===== src/rtl/mips_fsm_ctrl.sv =====
// Multi-cycle MIPS control FSM with a multi-beat instruction fetch.
// The instruction word is assembled from NBEAT = 32/WIDTH memory beats.
// Every output reads 0 while rst is low, even before the synchronous
// reset has been taken at the next rising edge.
module mips_fsm_ctrl #(
  parameter int WIDTH = 8
) (
  input  logic                   clk,
  input  logic                   rst,
  input  logic [5:0]             op,
  input  logic                   zero,
  input  logic                   mem_ready,
  output logic                   memread,
  output logic                   memwrite,
  output logic                   alusrca,
  output logic                   memtoreg,
  output logic                   iord,
  output logic                   regwrite,
  output logic                   regdst,
  output logic                   pcen,
  output logic [1:0]             alusrcb,
  output logic [1:0]             pcsource,
  output logic [1:0]             aluop,
  output logic [(32/WIDTH)-1:0]  irwrite,
  output logic [3:0]             state,
  output logic                   illegal_op
);

  localparam int NBEAT = 32 / WIDTH;
  localparam int BW    = (NBEAT > 1) ? $clog2(NBEAT) : 1;
  localparam logic [BW-1:0]    LAST_BEAT = BW'(NBEAT - 1);
  localparam logic [NBEAT-1:0] BEAT_ONE  = NBEAT'(1);

  localparam logic [5:0] OP_RTYPE = 6'b000000;
  localparam logic [5:0] OP_J     = 6'b000010;
  localparam logic [5:0] OP_BEQ   = 6'b000100;
  localparam logic [5:0] OP_BNE   = 6'b000101;
  localparam logic [5:0] OP_ADDI  = 6'b001000;
  localparam logic [5:0] OP_LB    = 6'b100000;
  localparam logic [5:0] OP_SB    = 6'b101000;

  typedef enum logic [3:0] {
    S_FETCH   = 4'd0,
    S_DECODE  = 4'd1,
    S_MEMADR  = 4'd2,
    S_MEMRD   = 4'd3,
    S_MEMWB   = 4'd4,
    S_MEMWR   = 4'd5,
    S_RTYPEEX = 4'd6,
    S_RTYPEWB = 4'd7,
    S_BEQEX   = 4'd8,
    S_BNEEX   = 4'd9,
    S_ADDIEX  = 4'd10,
    S_ADDIWB  = 4'd11,
    S_JEX     = 4'd12
  } state_t;

  state_t            r_state;
  state_t            w_next;
  logic [BW-1:0]     r_beat;
  logic [BW-1:0]     w_beat_next;

  logic              w_memread;
  logic              w_memwrite;
  logic              w_alusrca;
  logic              w_memtoreg;
  logic              w_iord;
  logic              w_regwrite;
  logic              w_regdst;
  logic              w_pcen;
  logic [1:0]        w_alusrcb;
  logic [1:0]        w_pcsource;
  logic [1:0]        w_aluop;
  logic [NBEAT-1:0]  w_irwrite;
  logic              w_illegal;

  // State and fetch-beat registers; reset wins over any pending memory handshake.
  always_ff @(posedge clk) begin
    if (!rst) begin
      r_state <= S_FETCH;
      r_beat  <= '0;
    end else begin
      r_state <= w_next;
      r_beat  <= w_beat_next;
    end
  end

  // Next-state and control decode; everything defaults to 0 / hold.
  always_comb begin
    w_next      = r_state;
    w_beat_next = r_beat;
    w_memread   = 1'b0;
    w_memwrite  = 1'b0;
    w_alusrca   = 1'b0;
    w_memtoreg  = 1'b0;
    w_iord      = 1'b0;
    w_regwrite  = 1'b0;
    w_regdst    = 1'b0;
    w_pcen      = 1'b0;
    w_alusrcb   = 2'b00;
    w_pcsource  = 2'b00;
    w_aluop     = 2'b00;
    w_irwrite   = '0;
    w_illegal   = 1'b0;

    case (r_state)
      S_FETCH: begin
        w_memread = 1'b1;
        w_alusrcb = 2'b01;
        if (mem_ready) begin
          w_irwrite = BEAT_ONE << r_beat;
          w_pcen    = 1'b1;
          if (r_beat == LAST_BEAT) begin
            w_beat_next = '0;
            w_next      = S_DECODE;
          end else begin
            w_beat_next = r_beat + 1'b1;
          end
        end
      end

      S_DECODE: begin
        w_alusrcb = 2'b11;
        case (op)
          OP_LB, OP_SB: w_next = S_MEMADR;
          OP_RTYPE:     w_next = S_RTYPEEX;
          OP_BEQ:       w_next = S_BEQEX;
          OP_BNE:       w_next = S_BNEEX;
          OP_ADDI:      w_next = S_ADDIEX;
          OP_J:         w_next = S_JEX;
          default: begin
            w_illegal = 1'b1;
            w_next    = S_FETCH;
          end
        endcase
      end

      S_MEMADR: begin
        w_alusrca = 1'b1;
        w_alusrcb = 2'b10;
        w_next    = (op == OP_LB) ? S_MEMRD : S_MEMWR;
      end

      S_MEMRD: begin
        w_memread = 1'b1;
        w_iord    = 1'b1;
        if (mem_ready) begin
          w_next = S_MEMWB;
        end
      end

      S_MEMWB: begin
        w_regwrite = 1'b1;
        w_memtoreg = 1'b1;
        w_next     = S_FETCH;
      end

      S_MEMWR: begin
        w_memwrite = 1'b1;
        w_iord     = 1'b1;
        if (mem_ready) begin
          w_next = S_FETCH;
        end
      end

      S_RTYPEEX: begin
        w_alusrca = 1'b1;
        w_aluop   = 2'b10;
        w_next    = S_RTYPEWB;
      end

      S_RTYPEWB: begin
        w_regwrite = 1'b1;
        w_regdst   = 1'b1;
        w_next     = S_FETCH;
      end

      S_BEQEX: begin
        w_alusrca  = 1'b1;
        w_aluop    = 2'b01;
        w_pcsource = 2'b01;
        w_pcen     = zero;
        w_next     = S_FETCH;
      end

      S_BNEEX: begin
        w_alusrca  = 1'b1;
        w_aluop    = 2'b01;
        w_pcsource = 2'b01;
        w_pcen     = ~zero;
        w_next     = S_FETCH;
      end

      S_ADDIEX: begin
        w_alusrca = 1'b1;
        w_alusrcb = 2'b10;
        w_next    = S_ADDIWB;
      end

      S_ADDIWB: begin
        w_regwrite = 1'b1;
        w_next     = S_FETCH;
      end

      S_JEX: begin
        w_pcsource = 2'b10;
        w_pcen     = 1'b1;
        w_next     = S_FETCH;
      end

      default: begin
        w_next      = S_FETCH;
        w_beat_next = '0;
      end
    endcase
  end

  // Force all outputs low while reset is held, independent of the current state.
  always_comb begin
    memread    = rst & w_memread;
    memwrite   = rst & w_memwrite;
    alusrca    = rst & w_alusrca;
    memtoreg   = rst & w_memtoreg;
    iord       = rst & w_iord;
    regwrite   = rst & w_regwrite;
    regdst     = rst & w_regdst;
    pcen       = rst & w_pcen;
    alusrcb    = rst ? w_alusrcb  : 2'b00;
    pcsource   = rst ? w_pcsource : 2'b00;
    aluop      = rst ? w_aluop    : 2'b00;
    irwrite    = rst ? w_irwrite  : '0;
    state      = rst ? r_state    : 4'd0;
    illegal_op = rst & w_illegal;
  end

endmodule


===== config.mk =====
export PLATFORM = sky130hd
export DESIGN_NAME = mips_fsm_ctrl
export DESIGN_NICKNAME = d
export VERILOG_FILES = /design/src/rtl/mips_fsm_ctrl.sv
export SDC_FILE = /design/constraint.sdc
export NUM_CORES = 1
export LEC_CHECK = 0
export BUFFER_PORTS_ARGS = -buffer_cell sky130_fd_sc_hd__buf_2
export CAP_MARGIN = 20
export CORE_AREA = 3 3 46 48
export CTS_CLUSTER_SIZE = 12
export DETAILED_ROUTE_END_ITERATION = 8
export DIE_AREA = 0 0 49 51
export PLACE_DENSITY = 0.75
export SLEW_MARGIN = 5
export SYNTH_ARGS = -nofsm -noshare
export SYNTH_HDL_FRONTEND = slang
export SYNTH_SLANG_ARGS = --single-unit

===== constraint.sdc =====
create_clock -name clk -period 2 [get_ports clk]
set_clock_uncertainty 0.15 [all_clocks]
set_input_delay 0.2 -clock clk [delete_from_list [all_inputs] [get_ports clk]]
set_output_delay 0.2 -clock clk [all_outputs]
set_load 0.01 [all_outputs]

**Word-level counts from Yosys, hierarchy flattened**

Index checks and enable logic that the tools add are counted.

- Add/subtract/negate cells: 1
- Equal/unequal tests: 23
- Shifts and indexed selects: 1
- Muxes and demuxes: 31
- Bitwise gates (word level): 11
- Reduce and logical (&&, ||, !) cells: 13

Operator list:

| cell | count |
|---|---|
| $mux 4 | 8 |
| $pmux 4 s7 | 1 |
| $pmux 4 s6 | 1 |
| $eq 4x4->1 const B | 5 |
| $eq 4x3->1 const B | 4 |
| $eq 6x3->1 const B | 2 |
| $eq 6x6->1 const B | 2 |
| $pmux 2 s2 | 3 |
| $reduce_or 12->1 | 1 |
| $mux 1 | 10 |
| $mux 2 | 5 |
| $reduce_or 2->1 | 5 |
| $and 1x1->1 | 9 |
| $eq 4x2->1 const B | 2 |
| $ne 2x2->1 const B | 4 |
| $reduce_or 7->1 | 1 |
| $eq 6x2->1 const B | 1 |
| $eq 6x4->1 const B | 1 |
| $logic_not 6->1 | 1 |
| $pmux 2 s3 | 1 |
| $reduce_or 5->1 | 1 |
| $eq 4x1->1 const B | 1 |
| $logic_not 4->1 | 1 |
| $pmux 1 s4 | 1 |
| 8 further kinds | 9 |

- Register bits after elaboration: 6

**Logic depth before layout (Yosys ltp)**

- Depth after elaboration: 5
- Depth in mapped cells: 6
- Depth with buffers taken out: 5

**Worst setup path before layout**

OpenSTA, ideal clock, no wires.

- Kind: reg-to-output
- Start point: reg r_state[2]
- End point: out illegal_op
- Data arrival time: 1.549 ns
- Required time: 1.650 ns
- Setup slack: 0.101 ns
- Cell stages (with the launch flop): 5
- Buffers on the path: 2
- Cells stage by stage: dfxtp_1 -> buf_2 -> buf_1 -> nand2b_1 -> a2111oi_0

- Longest elaborated chain between the ends: 3

RTL lines:

| item | RTL line | source |
|---|---|---|
| start: declaration | 58 | `state_t r_state;` |
| start signal: assignment | 83 | `r_state <= w_next;` |
| $eq 4x1->1 | 106 | `case (r_state)` |
| $mux 1 | 106 |  |
| $and 1x1->1 | 233 | `illegal_op = rst & w_illegal;` |
| end: declaration | 26 | `output logic illegal_op` |

Every way passes these cells.

**Worst setup path after layout**

Ends and elaborated chain as after synthesis.

==> flow_summary.toml <==
[run_status]
status = "finished clean"

[logic_synthesis]
ys.flop_type = "dfxtp_1"
synthDistinctLibCells = 45
syn_area_per_cell_sq_um = 7.30
postSynthNetCount = 123
ys_top_cells_by_area = "dfxtp_1 (15%), nor2_1 (7.1%), ha_1 (6.3%)"
yosys_warnings = 0
syn_area_sq_um = 796
synth_adder_area_share_pct = 6.29
synth_top_area_share_pct = 15.1
synth-simple-area-share_pct = 39.9
synth_compound_area_share_pct = 24.7
synthCells = 109
yosys-mux-area-fraction_pct = 1.42
async_reset_ff_share_pct = 0
synth_edf_count = 0
seq_area_frac_synth_pct = 15.1
synth_top_area_cell = "dfxtp_1"
yosys.area_share.xor_xnor_pct = 4.40
synth_top_family_by_area = "simple AND/OR/NAND/NOR gates"
ys_ff_latch = 6

[cells_and_area]
areaGrowthSynthToFinish_pct = 29.2
fin_nets = 159
final_layout_size_suffix_gt1_share_pct = 35.7
utilization_pct = 58.9
final_cell_mix = "buf_2 (32), nor2_1 (15), nand2_1 (9)"
antenna_cells = 0
layout_commonest_cell = "buf_2"
instances_no_fill = 168
stdcell_area_sq_um = 1030

[sta]
worst_slew_pin_slew_ns = 0.354
fin_crit_sh_pct = 94.1
hold_viol_final = 0
finalSetupViolCount = 0
slew_headroom_pct = 76.2
setup-tns-final_ns = 0
max_freq_mhz = 532
slew_violations = 0
period_minus_slack_ns = 1.88

[worst_setup_path]
critical_path_class = "flop to output pin"
cp.required_ns = 1.65
worstSetupEndpointType = "output pin"
worst_ep_arrival_time_ns = 1.53
path_max_fanout = 10
cp-start-kind = "flop"

[clocking]
cts_tree = "done"
clk_pin_slew_ns = 0.05
root_buffer = "clkbuf_4"
htreeDepth = 1
worstSkewPairLatency_ns = 0.24
clock-sinks = 6
cts_buffers = 3
cts_buffer_depth = 2
hold_buffers = 0

[grt]
grt_usage_pct = 17.1
grt_overflow = 0
grt_max_degree = 14
grt_pass1_wl_mm = 3.43
antenna_found_initial = 0
first_global_vias = 871

[detailed_routing]
drcViolationCount = 0
dr.pass1.iters = 4
route.detailed.wl_per_inst_microns = 12.8
routed_via_density = 5.60
ant_nets = 0
drt_iter0_drc = 12
drt-total-wl_mm = 2.15
num_vias = 940

[pwr]
ir_drop_mv = 0.232
p_per_area_nw_per_um2 = 334
p_leak_nw = 0.510
total_power_mw = 0.343

[floorplanning]
core-area_sq_um = 1750
die-width_microns = 49
std_cell_rows = 15
die-height_microns = 51
initial_utilization_pct = 45.6
ios = 33
die_area_sq_um = 2500

[placed_design]
place_inst = 164
postPlaceCellArea_sq_um = 986
portBuffers = 32
dp_hpwl_mm = 1.73
place_congestion = 0.865

[hold_path]
hold_path.class = "input pin to flop"

[run]
max_cap_violations = 0
==> metal layers <==
layer | vias up | GRT usage (%) | part of all wire [%]
li1 | 464 | - | -
met1 | 445 | 16.2 | 40
met2 | 29 | 34.4 | 54
met3 | 2 | 3.50 | 4.5
met4 | 0 | 8.53 | 0.98
met5 | - | 0 | 0
==> critical path: stages, from the launching register on <==
cell and delay (ns):
dfxtp_2 0.36, buf_4 0.19, nand2b_2 0.22, a2111oi_2 0.33
buf_2 0.19
==> synthesized netlist by cell type (2+ instances only) <==
| cell | number |
|---|---|
| a21oi_1 | 7 |
| a22o_1 | 4 |
| a31oi_1 | 2 |
| and2_1 | 6 |
| and3_1 | 2 |
| clkbuf_1 | 3 |
| dfxtp_1 | 6 |
| ha_1 | 4 |
| inv_1 | 7 |
| nand2_1 | 9 |
| nand2b_1 | 3 |
| nor2_1 | 15 |
| nor2b_1 | 3 |
| nor3_1 | 4 |
| nor4_1 | 2 |
| xnor2_1 | 2 |
| xor2_1 | 2 |
==> kinds of logic after synthesis <==
group,count (synthesis)
AO/OA/AOI/OAI,25
XOR/XNOR,4
adder cells (fa/ha/maj),4
buffers and inverters,14
flip-flops,6
multiplexers,1
AND/OR/NAND/NOR,55
==> cell type report <==
type	instances	area, sq um
Timing Repair Buffer	38	205
Tap cell	25	31.3
Clock buffer	3	22.5
Inverter	7	26.3
Fill cell	174	717
Sequential cell	6	121
Multi-Input combinational cell	89	622
==> worst paths after layout <==
check,startpoint,slack (ns),cells past startpoint,to
worst min register to register,r_beat[0],0.36,2,r_beat[0]
worst max-delay path,r_state[2],0.12,4,illegal_op
worst max register to register,r_state[0],0.19,6,r_beat[0]
worst min-delay path,mem_ready,0.17,4,r_beat[0]
==> through the flow <==
stage                     worst slack, ns  hold WS, ns
after floorplan                     0.101        0.254
after global placement              0.296        0.347
after detailed placement            0.290        0.355
after CTS                          0.0181        0.162
after global routing              -0.0140        0.180
final                               0.119        0.173
==> power breakdown <==
group	leakage [nW]	switching (mW)	internal, mW
registers	0.0492	0.00505	0.126
clock network	0.0138	0.0407	0.0677
logic	0.447	0.0565	0.0480
total	0.510	0.102	0.241
==> what timing repair did <==
action | CTS | global route
setup buffers | 0 | 1
gates resized for setup | 0 | 5
endpoints found under the setup margin | 0 | 3
==> flip-flops by register name, indices dropped and copies added (netlist names) <==
register / cells
r_state: 4
r_beat: 2
Note: power is estimated with default switching activity, not from simulation.
